### src/rtl/neopixel_rx.sv
// WS2812 stream decoder: pulse-width bit slicing into 24-bit GRB words; strobes 3 clk edges after the causing din edge.
// No backpressure: pixel_valid/frame_done/bit_error are single-cycle strobes; every word after the first is forwarded on dout.
module neopixel_rx #(
  parameter int BIT_THRESH   = 10,
  parameter int MIN_HIGH     = 2,
  parameter int MAX_HIGH     = 30,
  parameter int RESET_CYCLES = 800,
  parameter int IDX_W        = 8
) (
  input  logic             clk_16MHz,
  input  logic             rst,
  input  logic             din,
  output logic             dout,
  output logic [23:0]      pixel_data,
  output logic             pixel_valid,
  output logic [IDX_W-1:0] pixel_index,
  output logic             frame_done,
  output logic             bit_error
);

  localparam int LO_W = $clog2(RESET_CYCLES + 1);
  localparam int HI_W = $clog2(MAX_HIGH + 1);
  localparam logic [LO_W-1:0]  LO_END  = LO_W'(RESET_CYCLES);
  localparam logic [HI_W-1:0]  HI_END  = HI_W'(MAX_HIGH);
  localparam logic [HI_W-1:0]  HI_MIN  = HI_W'(MIN_HIGH);
  localparam logic [HI_W-1:0]  HI_ONE  = HI_W'(BIT_THRESH);
  localparam logic [IDX_W-1:0] IDX_MAX = '1;

  typedef enum logic [1:0] {WAIT_GAP, IDLE, HIGH, LOW} state_t;

  logic din_m, din_s, din_d;
  logic rise, fall, new_bit;

  state_t           state, state_nx;
  logic [LO_W-1:0]  lo_cnt, lo_nx;
  logic [HI_W-1:0]  hi_cnt, hi_nx;
  logic [4:0]       bit_cnt, bit_nx;
  logic [IDX_W-1:0] word_cnt, word_nx;
  logic [22:0]      shreg, sh_nx;
  logic             fwd, fwd_nx;
  logic [23:0]      data_nx;
  logic [IDX_W-1:0] index_nx;
  logic             valid_nx, done_nx, err_nx, dout_nx;

  always_ff @(posedge clk_16MHz or posedge rst) begin
    if (rst) begin
      din_m <= 1'b0;
      din_s <= 1'b0;
      din_d <= 1'b0;
    end else begin
      din_m <= din;
      din_s <= din_m;
      din_d <= din_s;
    end
  end

  assign rise    = din_s & ~din_d;
  assign fall    = ~din_s & din_d;
  assign new_bit = (hi_cnt >= HI_ONE);

  always_comb begin
    state_nx = state;
    lo_nx    = lo_cnt;
    hi_nx    = hi_cnt;
    bit_nx   = bit_cnt;
    word_nx  = word_cnt;
    sh_nx    = shreg;
    fwd_nx   = fwd;
    data_nx  = pixel_data;
    index_nx = pixel_index;
    valid_nx = 1'b0;
    done_nx  = 1'b0;
    err_nx   = 1'b0;
    dout_nx  = fwd & din_s;
    case (state)
      WAIT_GAP: begin
        if (din_s) begin
          lo_nx = '0;
        end else if (lo_cnt == LO_END) begin
          lo_nx    = '0;
          state_nx = IDLE;
        end else begin
          lo_nx = lo_cnt + 1'b1;
        end
      end
      IDLE: begin
        if (rise) begin
          hi_nx    = HI_W'(1);
          state_nx = HIGH;
        end
      end
      HIGH: begin
        if (hi_cnt == HI_END) begin
          err_nx   = 1'b1;
          bit_nx   = '0;
          word_nx  = '0;
          fwd_nx   = 1'b0;
          lo_nx    = '0;
          state_nx = WAIT_GAP;
        end else if (fall) begin
          state_nx = LOW;
          // Glitches leave the bit count and the gap timer untouched.
          if (hi_cnt >= HI_MIN) begin
            lo_nx  = LO_W'(1);
            sh_nx  = {shreg[21:0], new_bit};
            bit_nx = bit_cnt + 1'b1;
            if (bit_cnt == 5'd23) begin
              data_nx  = {shreg, new_bit};
              valid_nx = 1'b1;
              index_nx = word_cnt;
              bit_nx   = '0;
              if (word_cnt != IDX_MAX) word_nx = word_cnt + 1'b1;
              if (word_cnt == '0)      fwd_nx  = 1'b1;
            end
          end
        end else begin
          hi_nx = hi_cnt + 1'b1;
        end
      end
      LOW: begin
        if (rise) begin
          hi_nx    = HI_W'(1);
          state_nx = HIGH;
        end else if (lo_cnt == LO_END) begin
          done_nx  = 1'b1;
          err_nx   = (bit_cnt != 5'd0);
          bit_nx   = '0;
          word_nx  = '0;
          fwd_nx   = 1'b0;
          lo_nx    = '0;
          state_nx = IDLE;
        end else begin
          lo_nx = lo_cnt + 1'b1;
        end
      end
      default: state_nx = WAIT_GAP;
    endcase
  end

  always_ff @(posedge clk_16MHz or posedge rst) begin
    if (rst) begin
      state       <= WAIT_GAP;
      lo_cnt      <= '0;
      hi_cnt      <= '0;
      bit_cnt     <= '0;
      word_cnt    <= '0;
      shreg       <= '0;
      fwd         <= 1'b0;
      dout        <= 1'b0;
      pixel_data  <= '0;
      pixel_valid <= 1'b0;
      pixel_index <= '0;
      frame_done  <= 1'b0;
      bit_error   <= 1'b0;
    end else begin
      state       <= state_nx;
      lo_cnt      <= lo_nx;
      hi_cnt      <= hi_nx;
      bit_cnt     <= bit_nx;
      word_cnt    <= word_nx;
      shreg       <= sh_nx;
      fwd         <= fwd_nx;
      dout        <= dout_nx;
      pixel_data  <= data_nx;
      pixel_valid <= valid_nx;
      pixel_index <= index_nx;
      frame_done  <= done_nx;
      bit_error   <= err_nx;
    end
  end

endmodule
### config.mk
export PLATFORM = sky130hd
export DESIGN_NAME = neopixel_rx
export DESIGN_NICKNAME = d
export VERILOG_FILES = /design/src/rtl/neopixel_rx.sv
export SDC_FILE = /design/constraint.sdc
export NUM_CORES = 1
export LEC_CHECK = 0
export CELL_PAD_IN_SITES_DETAIL_PLACEMENT = 0
export CELL_PAD_IN_SITES_GLOBAL_PLACEMENT = 1
export CORE_MARGIN = 3
export CORE_UTILIZATION = 45
export DETAILED_ROUTE_END_ITERATION = 10
export DONT_BUFFER_PORTS = 1
export HOLD_SLACK_MARGIN = 0.05
export PLACE_DENSITY_LB_ADDON = 0.1
export SYNTH_ARGS = -nofsm -noshare
export SYNTH_HDL_FRONTEND = slang
export SYNTH_SLANG_ARGS = --single-unit
### constraint.sdc
create_clock -name clk_16MHz -period 6.93 [get_ports clk_16MHz]
set_clock_uncertainty 0.05 [all_clocks]
set_input_delay 2.079 -clock clk_16MHz [delete_from_list [all_inputs] [get_ports clk_16MHz]]
set_output_delay 2.079 -clock clk_16MHz [all_outputs]
set_load 0.01 [all_outputs]
==> metrics.txt, run 1 <==
number of failing hold endpoints at the final stage=0; pwr/cell area=200.3 nW/um2; RSZ-0062 raised after global routing=no; fin crit share=0.4221; Setup Fix Bufs, Post-CTS=0; Crit. End Element=primary output; insertion delay to the later sink of the worst-skew pair=0.36 ns; # diodes=0; Routed Antenna Nets=0; layout cells sized above 1=0.2054; die area=10680 um2; WL/cell=15.78 um; CTS tree=done; FF+latch count, synth=93; number of synthesis warnings=0; largest net degree at the start of global routing=60; maxcap violations=0; Final GP Congestion=0.7489; Crit Path Class=reg2out; sequential area share after synthesis=0.5458; status=complete, no violations; peak supply drop=0.09438 mV; initial antenna violation count=0; Final setup viols=0; Nets=381; Total Wirelength=7827 um; crit start category=flip-flop; Crit Reg-Reg Startpoint=state[0]; IO buf count=0; # rows=34; total CTS buffers=9; first element of the critical path=pixel_data[3]; post-cts resize count=0; Via Count=2716; Root Buffer=clkbuf_8; CTS sink cnt=93; fillers=822; DR DRC count=0; CTS hold repair buffers=0; Hold Slack=0.3077 ns; clk buf depth=2; top_reg_cell synth=dfrtp_1; Post-Syn Nets=379; leading cell type in the layout, fill and taps excluded=dfrtp_1; Synth Cell Area=4264 um2; post-layout minimum cycle time=2.925 ns; vias in the first global route=2611; HP Class=reg2reg; Slew Viols, Final=0; post-route setup TNS=0 ns; area grow syn2layout=7.541%; I/O pin cnt=39; GRT Total Usage=0.1545; drt via density=5.476; initial core utilization=0.4750; CP arrival=0.80 ns; P_leak=2.139 nW; min-delay src=din_m; relative max-transition margin=0.3642; Clock Pin Slew Worst Setup and Hold Paths=0.10 ns; commonest cells after routing, fill and taps aside=dfrtp_1, mux2_2, o21ai_0; Netlist cell types=47; Core Area=8976 um2; H-tree depth=3; Async SR Flop Fraction=1.000; Die W=103.3 um; post-DP HPWL=5195 um; average size of a mapped cell=11.75 um2; CP Max Fanout=2; Max Freq=341.9 MHz; Starting DRT DRC Count=143; R2R Setup Slk=4.06 ns; Post-synth EDFFs=0; Syn Inst Count=363; Die Height=103.3 um; slew of the pin with the lowest slew margin=0.9434 ns; 1st-pass router iterations=4; first-pass GRT wire length=12920 um; total grt overflow=0; Req. time, crit path=4.80 ns
worst paths after layout:
kind | endpoint | cells past startpoint
setup / recovery | pixel_data[3] | 0
hold / removal | din_s | 0
setup reg to reg | pixel_data[7] | 7
hold reg to reg | din_s | 0
max in group asynchronous | pixel_index[7] | 2
min in group asynchronous | lo_cnt[6] | 1
per-layer routing:
metal | vias to the layer above | wire [um] | global-route usage
met5 | - | 0 | 0
met4 | 0 | 139 | 0.06275
met3 | 11 | 294 | 0.03219
met2 | 41 | 3560 | 0.2284
met1 | 1342 | 3833 | 0.2213
li1 | 1322 | - | -
worst register-to-register path: stages, from the launching register on:
cell	delay (ns)
dfrtp_1	0.44
inv_1	0.15
ha_1	0.34
inv_1	0.14
nand4bb_1	0.20
buf_4	0.26
nor2_4	0.74
mux2_2	0.45
registers in the layout (all words and copies together) (netlist names):
name / count
din_d: 1
bit_error: 1
pixel_data: 24
state: 2
pixel_index: 8
din_m: 1
bit_cnt: 5
pixel_valid: 1
frame_done: 1
fwd: 1
word_cnt: 8
hi_cnt: 5
dout: 1
din_s: 1
lo_cnt: 10
shreg: 23
cell usage after synthesis, types with 2 or more instances:
library cell / number / area share
mux2_1: 3 / 0.0079
nor2b_1: 4 / 0.0059
clkbuf_1: 3 / 0.0026
nand2_1: 18 / 0.016
nand3_1: 20 / 0.023
o31ai_1: 15 / 0.026
nor2_1: 16 / 0.014
nor3_1: 5 / 0.0059
buf_2: 6 / 0.0070
nand4bb_1: 3 / 0.0079
o21ai_0: 31 / 0.036
a31oi_1: 3 / 0.0044
o211ai_1: 3 / 0.0053
and2_1: 5 / 0.0073
mux2_2: 50 / 0.13
and3_1: 6 / 0.0088
dfrtp_1: 93 / 0.55
a21oi_1: 10 / 0.012
ha_1: 13 / 0.038
o41ai_2: 2 / 0.0076
or4_1: 5 / 0.0088
nand2b_1: 9 / 0.013
inv_1: 16 / 0.014
cell families (layout without fill, tap and decap cells):
group / Yosys count / count (layout) / synth area share
buf+inv: 27 / 34 / 0.02641
fa+ha+maj: 14 / 14 / 0.04049
compound gates: 75 / 75 / 0.1153
flops: 93 / 93 / 0.5458
mux: 53 / 53 / 0.1400
simple gates: 101 / 101 / 0.1320
layout make-up:
class / instances / area [um2] / share of cell area
tap: 126 / 157.7 / 0.03438
clock inverter: 7 / 62.56 / 0.01364
timing repair buffer: 2 / 15.01 / 0.003274
inverter: 16 / 62.56 / 0.01364
multi-input combinational: 243 / 1837 / 0.4005
clock buffer: 9 / 123.9 / 0.02701
sequential: 93 / 2327 / 0.5075
power breakdown:
| group | total, mW | switching (mW) | leakage, nW | internal, mW |
|---|---|---|---|---|
| clock | 0.349 | 0.210 | 0.0984 | 0.140 |
| combinational | 0.0218 | 0.0166 | 0.750 | 0.00511 |
| sequential | 0.547 | 0.00295 | 1.29 | 0.544 |
stage by stage:
stage | utilization | power [mW] | cells | worst slack [ns] | area [um2]
3_3_place_gp | 0.4901 | 0.5807 | 480 | 3.724 | 4399
3_5_place_dp | 0.4901 | 0.5812 | 480 | 3.714 | 4399
5_1_grt | 0.5109 | 0.9603 | 496 | 3.825 | 4586
6_report | 0.5109 | 0.9184 | 496 | 4.005 | 4586
2_1_floorplan | - | 0.5744 | 363 | 2.381 | 4264
4_1_cts | 0.5109 | 0.9346 | 496 | 3.983 | 4586
(Power assumes the default switching activity.)
==> run 2, diff against run 1 <==
==> constraint.sdc (replaced) <==
create_clock -name clk_16MHz -period 2.8 [get_ports clk_16MHz]
set_clock_uncertainty 0.05 [all_clocks]
set_input_delay 0.84 -clock clk_16MHz [delete_from_list [all_inputs] [get_ports clk_16MHz]]
set_output_delay 0.84 -clock clk_16MHz [all_outputs]
set_load 0.01 [all_outputs]
==> run 2 against run 1 <==
Effect of this change: clock-buffer cell count unchanged; global-route usage rose by 0.30 points; largest power group unchanged; worst setup slack got worse by 3.6 ns; register-to-register slack worse by 3.7 ns; die area did not move; flip-flop and latch count stayed put; sequential power grew 150%; critical path depth rose by 7; cell count up 1.0%.
==> metrics.txt, run 2 (synthesized netlist as in run 1, its figures left out) <==
insertion delay to the later sink of the worst-skew pair=0.35 ns (about the same); Max Freq=410.6 MHz; initial core utilization=0.4750 (unchanged); max reg flops=24 (unchanged); Setup Fix Bufs, Post-CTS=0 (unchanged); drt via density=5.443 (-0.60%); hold depth=0 (unchanged); area grow syn2layout=9.771%; CP Max Fanout=8 (+6); IO buf count=0 (unchanged); Die Height=103.3 um (unchanged); clock power share=0.411 (+0.031); DR DRC count=0 (unchanged); relative max-transition margin=0.5187 (+0.1544); Via Count=2727 (+0.41%); Logic pwr share=0.024 (about the same); status=complete, no violations; clk buf depth=2 (unchanged); initial antenna violation count=0 (unchanged); post-cts resize count=0 (unchanged); vias in the first global route=2675 (+2.5%); # rows=34 (unchanged); post-route setup TNS=0 ns (unchanged); register share of total power=0.565 (-0.031); pwr/cell area=512.3 nW/um2 (+160%); Pint=1.870 mW (+170%); post-layout minimum cycle time=2.436 ns; Reg with most FFs=pixel_data; P_leak=2.177 nW (+1.8%); commonest cells after routing, fill and taps aside=dfrtp_1, mux2_2, o21ai_0; Slew Viols, Final=0 (unchanged); Root Buffer=clkbuf_8; GRT Total Usage=0.1575 (+0.002990); slew of the pin with the lowest slew margin=0.7213 ns (-0.2221 ns); # diodes=0 (unchanged); CP arrival=2.64 ns (+1.84 ns); Core Area=8976 um2 (unchanged); fin crit share=0.8699; Nets=387 (+1.6%); peak supply drop=0.2189 mV (+130%); crit start category=flip-flop; total CTS buffers=9 (unchanged); layout cells sized above 1=0.2133 (+0.007928); maxcap violations=0 (unchanged); total grt overflow=0 (unchanged); post-DP HPWL=5419 um (+4.3%); I/O pin cnt=39 (unchanged); Design Power=2.398 mW (+160%); 1st-pass router iterations=5 (+1); Final GP Congestion=0.8212 (+9.7%); Crit. End Element=flip-flop; CTS hold repair buffers=0 (unchanged); Crit Path Class=reg2reg; CTS tree=done; Clock Pin Slew Worst Setup and Hold Paths=0.09 ns (about the same); RSZ-0062 raised after global routing=no; P_sw=528.1 uW (+130%); Req. time, crit path=3.00 ns (-1.80 ns); WL/cell=15.69 um (-0.57%); Net Sw Frac=0.2202 (-0.02935); Worst R2R Path Depth=7 (unchanged); Routed Antenna Nets=0 (unchanged); leading cell type in the layout, fill and taps excluded=dfrtp_1; HP Class=reg2reg; number of failing hold endpoints at the final stage=0 (unchanged); Starting DRT DRC Count=109 (-24%); die area=10680 um2 (unchanged); H-tree depth=3 (unchanged); Die W=103.3 um (unchanged); largest net degree at the start of global routing=67 (+12%); Total Wirelength=7861 um (+0.43%); Final setup viols=0 (unchanged); CTS sink cnt=93 (unchanged); largest registers=pixel_data x24, shreg x23, lo_cnt x10; first-pass GRT wire length=13220 um (+2.4%)
## run 2: critical path, stage by stage (launching register included)
cell       delay (ns)
dfrtp_1          0.42
inv_1            0.11
ha_1             0.31
nor2b_1          0.17
a2bb2oi_1        0.33
nand3_2          0.21
or2_1            0.39
o41ai_2          0.36
## run 2: stage by stage
stage / utilization / cell area, um2 / hold slack (ns) / worst slack, ns / cells
3_5_place_dp: 0.4972 / 4463 / 0.2910 / 0.3701 / 486
6_report: 0.5215 / 4681 / 0.3223 / 0.3643 / 501
4_1_cts: 0.5215 / 4681 / 0.3249 / 0.3672 / 501
2_1_floorplan: - / 4268 / 0.2812 / 0.6337 / 363
3_3_place_gp: 0.4972 / 4463 / 0.2871 / 0.4545 / 486
5_1_grt: 0.5215 / 4681 / 0.3444 / 0.1730 / 501
## run 2: power by group through the flow
stage	Combinational, mW	Clock [mW]	Sequential [mW]
floorplan	0.0424	0	1.38
global placement	0.0594	0	1.38
detailed placement	0.0593	0	1.38
CTS	0.0595	1.02	1.36
global route	0.0672	1.09	1.36
finish	0.0565	0.986	1.36
## run 2: routing by layer
layer  vias to the layer above  GRT usage  part of all wire
li1                       1327          -                 -
met1                      1352     0.2196              0.49
met2                        40     0.2407              0.47
met3                         8    0.03890             0.029
met4                         0    0.05279             0.011
met5                         -          0                 0
## run 2: worst paths after layout
kind	startpoint	end	slack, ns
setup reg to reg	state[0]	lo_cnt[8]	0.36
setup / recovery	state[0]	lo_cnt[8]	0.36
hold / removal	din_m	din_s	0.32
min in group asynchronous	rst	pixel_data[21]	0.40
hold reg to reg	din_m	din_s	0.32
max in group asynchronous	rst	din_s	2.02
## run 2: layout make-up
| type | instances | area (um2) |
|---|---|---|
| clock buffer | 9 | 123.9 |
| sequential | 93 | 2327 |
| timing repair buffer | 8 | 85.08 |
| fill | 801 | 4295 |
| tap | 126 | 157.7 |
| clock inverter | 6 | 93.84 |
| inverter | 16 | 63.81 |
| multi-input combinational | 243 | 1829 |
